## config.mk

```make
export PLATFORM = sky130hd
export DESIGN_NAME = snake_mover
export DESIGN_NICKNAME = d
export VERILOG_FILES = /design/src/rtl/snake_mover.sv
export SDC_FILE = /design/constraint.sdc
export NUM_CORES = 1
export LEC_CHECK = 0
export CAP_MARGIN = 15
export CORE_MARGIN = 8
export CORE_UTILIZATION = 36
export DETAILED_ROUTE_END_ITERATION = 8
export GPL_TIMING_DRIVEN = 0
export PLACE_DENSITY = 0.49
export SLEW_MARGIN = 15
export SYNTH_ARGS = -nofsm -noshare
export SYNTH_HDL_FRONTEND = slang
export SYNTH_SLANG_ARGS = --single-unit
```

## constraint.sdc

```tcl
create_clock -name clk -period 5.2 [get_ports clk]
set_clock_uncertainty 0.05 [all_clocks]
set_input_delay 0.52 -clock clk [delete_from_list [all_inputs] [get_ports clk]]
set_output_delay 0.52 -clock clk [all_outputs]
set_load 0.1 [all_outputs]
```

## src/rtl/snake_mover.sv

```systemverilog
// snake_mover: movement stage of the snake display path.
// Holds the snake body as a circular buffer of cell positions. On each game
// tick it computes the new head cell and scans the body for self-collision,
// one segment per cycle, from tail to head. It then commits the move and
// tells the bitmap generator which cell was gained and which was vacated.
// Cell encoding: pos[7:4] = row, pos[3:0] = column.
module snake_mover #(
  parameter int ROWS     = 8,
  parameter int COLS     = 16,
  parameter int MAX_LEN  = 32,
  parameter int INIT_LEN = 3
) (
  input  logic       clk,
  input  logic       rst,
  input  logic       step,
  input  logic [1:0] dir_req,
  input  logic [7:0] food_pos,
  output logic [7:0] head_pos,
  output logic [7:0] tail_pos,
  output logic       move_valid,
  output logic       grow,
  output logic [5:0] length,
  output logic       busy,
  output logic       game_over
);

  localparam int         PW        = $clog2(MAX_LEN);
  localparam logic [3:0] ROW_MAX   = 4'(ROWS - 1);
  localparam logic [3:0] COL_MAX   = 4'(COLS - 1);
  localparam logic [7:0] INIT_HEAD = {4'(INIT_LEN - 1), 4'h0};
  localparam logic [5:0] LEN_MAX   = 6'(MAX_LEN);

  localparam logic [1:0] DIR_UP    = 2'b00;
  localparam logic [1:0] DIR_RIGHT = 2'b01;
  localparam logic [1:0] DIR_DOWN  = 2'b10;
  localparam logic [1:0] DIR_LEFT  = 2'b11;

  typedef enum logic [1:0] {
    IDLE,
    CHECK,
    COMMIT,
    DEAD
  } state_t;

  state_t          state;
  logic [1:0]      dir;
  logic [7:0]      body [MAX_LEN];
  logic [PW-1:0]   head_ptr;
  logic [PW-1:0]   tail_ptr;
  logic [7:0]      next_head;
  logic            eat;
  logic            hit;
  logic [5:0]      scan_cnt;

  logic [1:0]      dir_eff;
  logic [7:0]      cand_head;
  logic [PW-1:0]   scan_addr;
  logic [PW-1:0]   head_ptr_nxt;
  logic            seg_match;

  // Neighbouring cell in the given direction, wrapping at the board edges.
  function automatic logic [7:0] step_cell(input logic [7:0] pos,
                                           input logic [1:0] dir_in);
    logic [3:0] r;
    logic [3:0] c;
    r = pos[7:4];
    c = pos[3:0];
    case (dir_in)
      DIR_UP:    r = (r == 4'd0)    ? ROW_MAX : r - 4'd1;
      DIR_RIGHT: c = (c == COL_MAX) ? 4'd0    : c + 4'd1;
      DIR_DOWN:  r = (r == ROW_MAX) ? 4'd0    : r + 4'd1;
      default:   c = (c == 4'd0)    ? COL_MAX : c - 4'd1;
    endcase
    return {r, c};
  endfunction

  // A reversal request would fold the head straight back into the neck, so it
  // is ignored and the snake keeps going the way it was heading.
  assign dir_eff      = (dir_req == (dir ^ 2'b10)) ? dir : dir_req;
  assign cand_head    = step_cell(head_pos, dir_eff);
  assign scan_addr    = tail_ptr + scan_cnt[PW-1:0];
  assign head_ptr_nxt = head_ptr + PW'(1);
  // Without food the tail cell is vacated by this very move, so the head may
  // legally enter it; that first (tail) entry is skipped in the scan.
  assign seg_match    = (body[scan_addr] == next_head) &&
                        !((scan_cnt == 6'd0) && !eat);

  // Game-step FSM together with the body buffer and registered outputs.
  always_ff @(posedge clk) begin
    if (rst) begin
      state      <= IDLE;
      dir        <= DIR_DOWN;
      head_ptr   <= PW'(INIT_LEN - 1);
      tail_ptr   <= '0;
      head_pos   <= INIT_HEAD;
      tail_pos   <= 8'h00;
      length     <= 6'(INIT_LEN);
      move_valid <= 1'b0;
      grow       <= 1'b0;
      busy       <= 1'b0;
      game_over  <= 1'b0;
      next_head  <= INIT_HEAD;
      eat        <= 1'b0;
      hit        <= 1'b0;
      scan_cnt   <= '0;
      for (int i = 0; i < MAX_LEN; i++) begin
        body[i] <= (i < INIT_LEN) ? {4'(i), 4'h0} : 8'h00;
      end
    end else begin
      move_valid <= 1'b0;
      grow       <= 1'b0;
      case (state)
        IDLE: begin
          if (step) begin
            dir       <= dir_eff;
            next_head <= cand_head;
            eat       <= (cand_head == food_pos) && (length < LEN_MAX);
            hit       <= 1'b0;
            scan_cnt  <= '0;
            busy      <= 1'b1;
            state     <= CHECK;
          end
        end
        CHECK: begin
          hit      <= hit | seg_match;
          scan_cnt <= scan_cnt + 6'd1;
          if (scan_cnt == length - 6'd1) begin
            state <= COMMIT;
          end
        end
        COMMIT: begin
          busy <= 1'b0;
          if (hit) begin
            game_over <= 1'b1;
            state     <= DEAD;
          end else begin
            body[head_ptr_nxt] <= next_head;
            head_ptr           <= head_ptr_nxt;
            head_pos           <= next_head;
            move_valid         <= 1'b1;
            grow               <= eat;
            if (eat) begin
              length <= length + 6'd1;
            end else begin
              tail_pos <= body[tail_ptr];
              tail_ptr <= tail_ptr + PW'(1);
            end
            state <= IDLE;
          end
        end
        DEAD: begin
          state <= DEAD;
        end
        default: begin
          state <= IDLE;
        end
      endcase
    end
  end

endmodule

```

# ---- After elaboration in Yosys (flattened, before gate mapping)
# Memory sizes are Yosys's and may differ from the RTL's. A register that Yosys moved wholly into a read port is not among the register bits.
# Index checks and enable logic that the tools add are counted.
dict set report op_classes {
  addsub 10
  magnitude_cmp 1
  eq_ne 13
  n_mux 26
  bitwise 5
  reduce_logical 23
}
# cell count
set ops {}
lappend ops {{$eq A8 B8 Y1} 2}
lappend ops {{$mux W4} 4}
lappend ops {{$pmux W4 S2} 2}
lappend ops {{$add A6 B1 Y6 const B} 2}
lappend ops {{$pmux W6 S2} 1}
lappend ops {{$reduce_and A2 Y1} 6}
lappend ops {{$add A5 B1 Y5 const B} 2}
lappend ops {{$mux W1} 9}
lappend ops {{$add A4 B1 Y4 const B} 2}
lappend ops {{$logic_not A4 Y1} 2}
lappend ops {{$mux W2} 4}
lappend ops {{$mux W8} 1}
lappend ops {{$pmux W2 S4} 1}
lappend ops {{$reduce_or A8 Y1} 1}
lappend ops {{$sub A4 B1 Y4 const B} 2}
lappend ops {{$eq A2 B2 Y1 const B} 3}
lappend ops {{$eq A6 B6 Y1} 1}
lappend ops {{$logic_not A6 Y1} 1}
lappend ops {{$lt A6 B6 Y1 const B} 1}
lappend ops {{$mux W6} 1}
lappend ops {{$reduce_and A3 Y1} 2}
lappend ops {{$sub A6 B1 Y6 const B} 1}
lappend ops {{$add A5 B5 Y5} 1}
lappend ops {{$mux W5} 1}
lappend ops {{14 further kinds} 25}
dict set report word_totals {
  ff_bits 48
  mem_bits_rw 256
  input_bits 13
  out_inout_bits 26
  n_memories 1
}
# memory words width rd rd_ports_with_merged_regs wr line_no
set memory_table {}
lappend memory_table {body 32 8 2 1 32 47} ;# logic [7:0] body [MAX_LEN];

# ---- Logic depth before layout (Yosys ltp)
dict set report logic_depth {
  ltp_word 8
  mapped_depth 14
  mapped_depth_nobuf 11
}

# ---- Least setup slack after synthesis
# OpenSTA, ideal clock, no wires.
dict set report synth_path {
  kind {register to register}
  startpoint {register tail_ptr[1]}
  endpoint {register hit}
  arrival_ns 3.959
  required_ns 5.054
  path_slack_ns 1.095
  stages_incl_launch_ff 15
  n_path_buf 5
  cell_sequence {dfxtp_1 buf_1 buf_1 inv_1 fa_1 clkbuf_1 buf_1 clkbuf_1 mux4_2 mux2i_1 mux2i_1 mux2i_1 xor2_1 nand4_1 o41ai_2}
}
dict set report synth_between {
  elab_chain_len 6
}
# item line_no
set synth_lines {}
lappend synth_lines {{from (decl)} 49} ;# logic [PW-1:0] tail_ptr;
lappend synth_lines {{from (signal assigned)} 146} ;# tail_ptr <= tail_ptr + PW'(1);
lappend synth_lines {{$add A5 B5 Y5} 81} ;# assign scan_addr = tail_ptr + scan_cnt[PW-1:0];
lappend synth_lines {{$mem_v2 Z32 W8} --}
lappend synth_lines {{$eq A8 B8 Y1} 85} ;# assign seg_match = (body[scan_addr] == next_head) &&
lappend synth_lines {{$logic_and A1 B1 Y1} 85}
lappend synth_lines {{$or A1 B1 Y1} 125} ;# hit <= hit | seg_match;
lappend synth_lines {{$pmux W1 S2} 112} ;# case (state)
lappend synth_lines {{to (signal assigned)} 125}
lappend synth_lines {{to (decl)} 52} ;# logic hit;
# No other way between the ends.
# A chain may end at the register's enable or synchronous reset.

# ---- Worst setup path after layout
# Same ends and word-level chain as after synthesis.

==> metrics <==
max_cap viols 0; TritonCTS Buffers 38; Fillers 4356; CP peak stage delay 0.83 ns; FF+latch count, synth 312; CP Cell Sequence buf_2 -> buf_4 -> inv_1 -> fa_2 -> clkbuf_2 -> clkbuf_2 -> mux4_2 -> mux2i_1 -> mux2i_1 -> mux2i_1 -> xor2_1 -> nand2_1 -> o41ai_2; HPWL after DPL 41700 um; DRC Markers 0; Yosys cell types 55; Post-synth EDFFs 256; critical path class reg -> reg; Syn Nets 1291; Slowest cell on crit path fa_2; first-pass GRT wire length 84200 um; Pins Over Slew Limit 0; Data required, critical path 5.60 ns; # IOs 39; die area 54500 um2; ratio of cells with drive above 1 in the final layout 18.9%; Initial Util 36.5%; slew of the pin with the lowest slew margin 1.14 ns; Primary FF master, synth edfxtp_1; Setup crit end kind flop; synth top area cells edfxtp_1, mux4_2, and2_1, dfxtp_1, mux2i_1; register area share after synthesis 51.8%; RSZ-0062 raised after global routing no; Core Region 46600 um2; most used cell, CP mux2i_1; Routed Antenna Nets 0; Post-Synthesis Cells 1258; Crit Path Max Fanout 10; routability cong. 0.880; max_slew headroom 24.1%; TritonCTS clock tree built; Pwr Density 325 nW/um2; Iter 0 DRT Violations 1160; synth-to-layout area growth 13.7%; Final Hold Slack 0.433 ns; DIE WIDTH 233 um; Fin. Hold Viols 0; Max Freq 195 MHz; vias in the first global route 11343; area leader, netlist edfxtp_1; status completed; Leakage Power 6.63 nW; CP Data Arrival Time 5.54 ns; VDD IR max 192 uV; diodes inserted 0; total gr overflow 0; startpoint types flop; initial antenna violation count 2; post-synth top area share 45.2%; Min Clock Period, post-route 5.14 ns; average wire per standard cell 29.9 um; DP Worst Slack -1.83 ns; routed via count 11296; Routed WL 58900 um; clk buf depth 3; warnings from Yosys 0; row cnt 79; clk sink count 312; final setup margin 0.0614 ns; mean post-synth cell area 13.5 um2; gr usage total 21.7%; asr flop ratio synth 0%; R2R Setup Slk 0.06 ns; Root Driver clkbuf_16; nets@finish 1368; pin count of the biggest net entering global routing 13; Max H-tree Level 2; die height 233 um; setup violators final 0; clk_lat worst skew 0.55 ns; worst hold path class reg -> reg; Initial DRT Pass Iterations 5; vias per cell 5.73; final cycle utilization of the critical path 98.8%; number of buffers added on ports 37; Clock transition at path regs 0.06 ns; cell area after synthesis 17000 um2
-- metal layers --
metal  up-vias  track usage (%)  wire length, um  part of all wire (%)
li1       4845                -                -                     -
met5         -                0                0                     0
met2       522             32.9            26200                    44
met1      5839             30.2            25900                    44
met3        90             4.63             4770                   8.1
met4         0             8.19             2040                   3.5
-- placed cells by master (no fill, tap or decap), types with 10 or more instances in the layout --
| cell type | instances |
|---|---|
| a211oi_1 | 14 |
| or2_2 | 33 |
| mux2i_1 | 47 |
| nand3_1 | 13 |
| inv_1 | 17 |
| xor2_1 | 26 |
| clkbuf_16 | 41 |
| nor2_1 | 94 |
| dfxtp_1 | 56 |
| a21oi_1 | 28 |
| edfxtp_1 | 256 |
| clkbuf_1 | 73 |
| mux4_2 | 141 |
| ha_1 | 19 |
| clkdlybuf4s50_1 | 37 |
| nand4_1 | 10 |
| xnor2_1 | 17 |
| and2_1 | 256 |
| o21ai_0 | 11 |
| nand2_1 | 42 |
| buf_2 | 12 |
-- stage by stage --
stage	cell area [um2]	TNS, ns	util, %	total power [mW]	cells
4_1_cts	19300	0	41.5	6.32	1970
5_1_grt	19300	0	41.5	6.47	1970
3_5_place_dp	18200	-1.83	39.0	3.80	1903
6_report	19300	0	41.5	6.29	1970
3_3_place_gp	18100	-1.90	39.0	3.80	1902
2_1_floorplan	17000	0	-	3.44	1258
-- cell families after synthesis --
logic type | after synthesis | synth area share [%]
simple gates | 489 | 15.9
xor+xnor | 44 | 2.31
mux | 198 | 22.5
buf+inv | 110 | 2.59
flops | 312 | 51.8
compound gates | 85 | 3.35
fa+ha+maj | 20 | 1.52
-- critical path, delay by kind of cell (launching register included) --
kind | cells | cell delay [ns]
buffers and inverters | 5 | 1.89
muxes | 4 | 1.19
adders and majority gates | 1 | 0.83
DFF | 1 | 0.56
AOI/OAI and AO/OA | 1 | 0.24
xor gates and xnor gates | 1 | 0.16
and+or+nand+nor | 1 | 0.11
-- cell usage after synthesis (13+ instances only) --
cell      count
clkbuf_1     68
xnor2_1      17
nand3_1      13
a211oi_1     14
edfxtp_1    256
nand2_1      42
inv_1        17
mux4_2      141
a21oi_1      28
xor2_1       26
ha_1         19
or2_2        33
nor2_1       94
dfxtp_1      56
and2_1      256
mux2i_1      48
-- layout make-up --
cell class / instances / area, um2 / area share [%]
multi-input combinational: 836 / 7780 / 40.2
sequential: 312 / 8810 / 45.5
buffer: 92 / 395 / 2.04
clock inverter: 14 / 65.1 / 0.336
inverter: 17 / 63.8 / 0.330
timing repair buffer: 38 / 385 / 1.99
tap: 607 / 759 / 3.93
clock buffer: 54 / 1080 / 5.61
-- flip-flops by register name, summed over array words and instances, names as in the netlist --
register and flops:
scan_cnt 6, state 2, head_ptr 5, body 256
dir 2, move_valid 1, game_over 1, eat 1
hit 1, next_head 8, length 6, tail_ptr 5
tail_pos 8, grow 1, busy 1, head_pos 8
-- report_power, final --
| group | leakage, nW | internal [mW] | switching, mW | total (mW) |
|---|---|---|---|---|
| Sequential | 3.09 | 2.79 | 0.0622 | 2.85 |
| Clock | 0.566 | 1.45 | 1.08 | 2.53 |
| Combinational | 2.97 | 0.319 | 0.589 | 0.908 |
-- what timing repair did --
item / CTS / global route
pin swaps: 0 / 1
gates resized for setup: 15 / 3
buffers inserted: 0 / 0
endpoints found under the setup margin: 1 / 1
hold buffers: 0 / 0
-- worst paths after layout --
path | startpoint | end | cells past startpoint
hold / removal | dir[0]$_SDFFE_PP0P_ | dir[0]$_SDFFE_PP0P_ | 2
hold reg to reg | dir[0]$_SDFFE_PP0P_ | dir[0]$_SDFFE_PP0P_ | 2
setup / recovery | tail_ptr[1]$_SDFFE_PP0P_ | hit$_SDFFE_PP0P_ | 13
setup reg to reg | tail_ptr[1]$_SDFFE_PP0P_ | hit$_SDFFE_PP0P_ | 13
(Power assumes the default switching activity.)
